$ cat config.mk
export PLATFORM = sky130hd
export DESIGN_NAME = pipe_run_ctrl
export DESIGN_NICKNAME = d
export VERILOG_FILES = /design/src/rtl/pipe_run_ctrl.sv
export SDC_FILE = /design/constraint.sdc
export NUM_CORES = 1
export LEC_CHECK = 0
export BUFFER_PORTS_ARGS = -buffer_cell sky130_fd_sc_hd__buf_4
export CORE_MARGIN = 5
export CORE_UTILIZATION = 45
export CTS_CLUSTER_DIAMETER = 30
export DETAILED_ROUTE_END_ITERATION = 6
export PLACE_DENSITY = 0.79
export SETUP_SLACK_MARGIN = 0.3
export SLEW_MARGIN = 20
export SYNTH_ARGS = -nofsm -noshare
export SYNTH_HDL_FRONTEND = slang
export SYNTH_SLANG_ARGS = --single-unit
$ cat constraint.sdc
create_clock -name clk -period 1.8 [get_ports clk]
set_input_delay 0.45 -clock clk [delete_from_list [all_inputs] [get_ports clk]]
set_output_delay 0.45 -clock clk [all_outputs]
set_load 0.02 [all_outputs]
$ cat src/rtl/pipe_run_ctrl.sv
// pipe_run_ctrl: run/step/halt sequencer gating pipeline advance; `PIPE_CYCLE_COUNTER_EN builds the cycle counter
module pipe_run_ctrl #(
    parameter int DRAIN_CYCLES = 4,
    parameter int CNT_WIDTH = 32
) (
    input  logic clk,
    input  logic reset,
    input  logic cmd_valid,
    input  logic [1:0] cmd_op,
    output logic cmd_ready,
    output logic cmd_error,
    input  logic halt_in,
    output logic pipe_enable,
    output logic pc_hold,
    output logic pipe_clear,
    output logic halted,
    output logic busy,
    output logic [CNT_WIDTH-1:0] cycle_count
);
    typedef enum logic [2:0] {IDLE, RUN, STEP, DRAIN, HALTED} state_t;
    localparam logic [1:0] OP_RUN = 2'd0, OP_STEP = 2'd1, OP_STOP = 2'd2, OP_CLEAR = 2'd3;
    state_t state, state_nx;
    logic [3:0] drain_cnt, drain_nx;
    logic accept, err_nx, clr_nx;
    assign cmd_ready = !reset && (state == IDLE || state == RUN || state == HALTED);
    assign accept = cmd_valid && cmd_ready;
    // next state, drain counter and pulse requests; halt in RUN beats a simultaneous STOP
    always_comb begin
        state_nx = state;
        drain_nx = drain_cnt;
        err_nx = 1'b0;
        clr_nx = 1'b0;
        case (state)
            IDLE: if (accept) begin
                state_nx = cmd_op == OP_RUN ? RUN : cmd_op == OP_STEP ? STEP : IDLE;
                clr_nx = cmd_op == OP_CLEAR;
                err_nx = cmd_op == OP_STOP;
            end
            RUN: if (halt_in) begin
                state_nx = DRAIN;
                drain_nx = 4'(DRAIN_CYCLES);
                err_nx = accept && cmd_op != OP_STOP;
            end else if (accept) begin
                state_nx = cmd_op == OP_STOP ? IDLE : RUN;
                err_nx = cmd_op != OP_STOP;
            end
            STEP: begin
                state_nx = halt_in ? DRAIN : IDLE;
                drain_nx = halt_in ? 4'(DRAIN_CYCLES) : drain_cnt;
            end
            DRAIN: begin
                state_nx = drain_cnt <= 4'd1 ? HALTED : DRAIN;
                drain_nx = drain_cnt - 4'd1;
            end
            HALTED: if (accept) begin
                state_nx = cmd_op == OP_CLEAR ? IDLE : HALTED;
                clr_nx = cmd_op == OP_CLEAR;
                err_nx = cmd_op != OP_CLEAR;
            end
            default: state_nx = IDLE;
        endcase
    end
    // state register with outputs registered from the next state
    always_ff @(posedge clk) begin
        if (reset) begin
            state <= IDLE;
            drain_cnt <= '0;
            pipe_enable <= 1'b0;
            pc_hold <= 1'b0;
            halted <= 1'b0;
            busy <= 1'b0;
            cmd_error <= 1'b0;
            pipe_clear <= 1'b0;
        end else begin
            state <= state_nx;
            drain_cnt <= drain_nx;
            pipe_enable <= state_nx == RUN || state_nx == STEP || state_nx == DRAIN;
            pc_hold <= state_nx == DRAIN;
            halted <= state_nx == HALTED;
            busy <= state_nx == STEP || state_nx == DRAIN;
            cmd_error <= err_nx;
            pipe_clear <= clr_nx;
        end
    end
`ifdef PIPE_CYCLE_COUNTER_EN
    // count enabled cycles; CLEAR is only accepted while the pipe is stopped
    always_ff @(posedge clk) begin
        if (reset || clr_nx)
            cycle_count <= '0;
        else if (pipe_enable)
            cycle_count <= cycle_count + CNT_WIDTH'(1);
    end
`else
    assign cycle_count = '0;
`endif
endmodule

==> flow_summary.toml <==
[finish]
regArea_um2 = 269
n_antenna_cell = 0
multi_input_area_um2 = 490
area_delta_synth_final_pct = 6.60
fin_nets = 134
drive_above_1_share = 0.264
finalNonFillerCells = 152
final.fill_count = 188

[clock_network]
cts_max_path_buffers = 2
cts_tree = "done"
clock-root-buffer = "clkbuf_4"
cts_hold_buf = 0
clock_sinks = 13
htree_num_levels = 1
cts.clk_slew.worst_paths_ns = 0.08
clk_latency_ns = 0.28
cts_buffers = 3

[worst_hold_path]
hp-class = "primary input to flip-flop"
hold_path_startpoint = "cmd_op[1]"

[routing]
drtIter0Drc = 24
vias = 687
drc_errors = 0
ant_nets = 0
drt_wl_total_um = 1700
dr.pass1.iters = 4
wire_per_inst_um = 11.2
vias_per_cell = 4.52

[worst_setup_path]
cp_cell_sequence = "a211oi_2 -> buf_4"
cp-endpoint = "cmd_ready"
r2r_cells = 6
arrival_ns = 1.01
r2r-end = "pc_hold"
r2r_slack_ns = 0.39
worst_path_max_delay_cell = "dfxtp_4"
critPathKind = "flip-flop to output port"
max_stage_delay_ns = 0.36
cp-end-kind = "output port"
r2r_start = "state[0]"
critPathLaunchType = "flip-flop"
cp.required_ns = 1.35
crit_fanout = 5
timing.critical_path.from = "state[2]"

[power]
p_leak_nw = 0.467
ir_drop_v = 0.000366
p_per_area_nw_per_um2 = 722

[floorplan]
fp.dieW_um = 55.0
rows = 16
die_h_um = 55.0
die_area_um2 = 3020
coreArea_um2 = 1940
io_pins = 45
start_util = 0.468

[flow_run]
max-cap-violations = 0

[logic_synthesis]
synthArstFlopShare = 0
syn_area_um2 = 910
ys_seq_area_frac = 0.286
synth_enable_flop_cells = 0
synth.distinct_cells = 34
syn_inst = 108
ys_ff_latch = 13
synth_flop_cell = "dfxtp_1"
yosys_warnings = 0
synth_area_per_cell_um2 = 8.42

[global_route]
antenna_found_initial = 0
grt_overflow_total = 0
grt_first_pass_wirelength_um = 2350
grt_max_degree = 13
grt_pass1_vias = 596
grt.total_usage = 0.107

[placement]
numPlacedInstances = 142
io_buffers = 12
place_congestion = 0.810
preCtsSetupSlack_ns = 0.296
hpwlAfterDp_um = 1230

[outcome]
status = "completed"

[sta]
slew_viol_final = 0
finalHoldViolCount = 0
finalWorstSetupSlack_ns = 0.340
setup_violations = 0
final.setup.tns_ns = 0
fmax_mhz = 685
rsz0062_at_grt = "true"
fin_crit_ns = 1.46
min_period_over_period = 0.811
clock-skew-final_ns = 0.000310
-- state kept, by name, indices dropped and copies added, names as in the netlist --
name / count
busy: 1
cmd_error: 1
drain_cnt: 4
halted: 1
pc_hold: 1
pipe_clear: 1
pipe_enable: 1
state: 3
-- final cells by class --
type	count	area share
Multi-Input combinational cell	86	0.506
Sequential cell	13	0.277
Timing Repair Buffer	18	0.139
Clock buffer	4	0.0271
Inverter	4	0.0155
Tap cell	27	0.0348
-- stage by stage --
step	utilization	hold slack (ns)	cell area, um^2	power, mW
floorplan	-	0.488	1030	0.526
global placement	0.453	0.501	880	0.502
detailed placement	0.453	0.520	880	0.506
CTS	0.472	0.441	916	0.685
global route	0.499	0.450	970	0.737
finish	0.499	0.439	970	0.700
-- cell families after synthesis --
family / synth area share
xor gates and xnor gates: 0.0193
DFF: 0.286
and+or+nand+nor: 0.210
AOI/OAI and AO/OA: 0.133
buffers and inverters: 0.319
adders and majority gates: 0.0275
other: 0.00412
-- cell usage in the layout (no fill, tap or decap) --
cell type	synthesis	final
inv_1	3	3
o21ai_1	1	1
dfxtp_2	0	1
and3_1	1	1
a21oi_1	6	6
nand2b_1	2	2
xor2_1	2	2
clkbuf_1	0	1
nand3_1	4	4
buf_4	33	18
o21ai_0	1	1
a31oi_1	3	3
inv_2	1	1
a31oi_2	1	1
a211oi_2	0	1
conb_1	1	32
clkbuf_4	0	3
nor2_2	0	1
nand4_1	1	1
o31ai_1	1	1
a32oi_2	0	1
o211a_1	1	1
nand3b_1	2	2
nand3b_2	1	1
and2_1	2	2
nor2b_1	2	2
nor2_1	8	7
nor3_1	3	3
or3b_4	1	1
nor3b_2	1	1
o311ai_2	1	1
and3b_1	1	1
or2_1	1	1
nand2_1	3	3
ha_1	2	2
dfxtp_4	0	2
dfxtp_1	13	10
-- cell usage after synthesis (2+ instances only) --
cell type  instances  share of area
buf_6              2          0.025
dfxtp_1           13           0.29
nand3b_1           2          0.017
nor2_1             8          0.033
and2_1             2          0.014
ha_1               2          0.028
a31oi_1            3          0.021
inv_1              3          0.012
nor3_1             3          0.017
buf_4             33           0.27
a21oi_1            6          0.033
nand2_1            3          0.012
nand3_1            4          0.022
nor2b_1            2          0.014
xor2_1             2          0.019
nand2b_1           2          0.014
-- layer usage --
metal | track usage | up-vias | part of all wire
met3 | 0.0402 | 3 | 0.11
met1 | 0.113 | 319 | 0.36
met5 | 0 | - | 0
met4 | 0.0121 | 0 | 0.0035
met2 | 0.203 | 33 | 0.52
li1 | - | 332 | -
-- worst max-delay path, delay by kind of cell (launching register included) --
family                 cells  cell delay [ns]
flip-flops                 1             0.36
AO/OA/AOI/OAI              1             0.20
buffers and inverters      1             0.17
-- power breakdown --
part,switching (mW),internal (mW),leakage (nW)
sequential,0.0152,0.304,0.108
clock,0.0945,0.0861,0.0150
combinational,0.134,0.0666,0.345
total,0.244,0.456,0.467
-- worst min-delay path by stage --
stage              endpoint  slack, ns  cells past startpoint
6_report         pipe_clear       0.44                      2
5_1_grt            state[2]       0.45                      2
4_1_cts          pipe_clear       0.44                      2
3_3_place_gp   drain_cnt[3]       0.50                      2
3_5_place_dp   drain_cnt[3]       0.52                      2
2_1_floorplan  drain_cnt[1]       0.49                      2
-- what timing repair did --
action | 4_1_cts | 5_1_grt
setup buffers | 0 | 6
setup endpoints to repair | 2 | 4
pin swaps | 1 | 1
resized for setup | 3 | 4
Power figures use the tool's default switching activity.
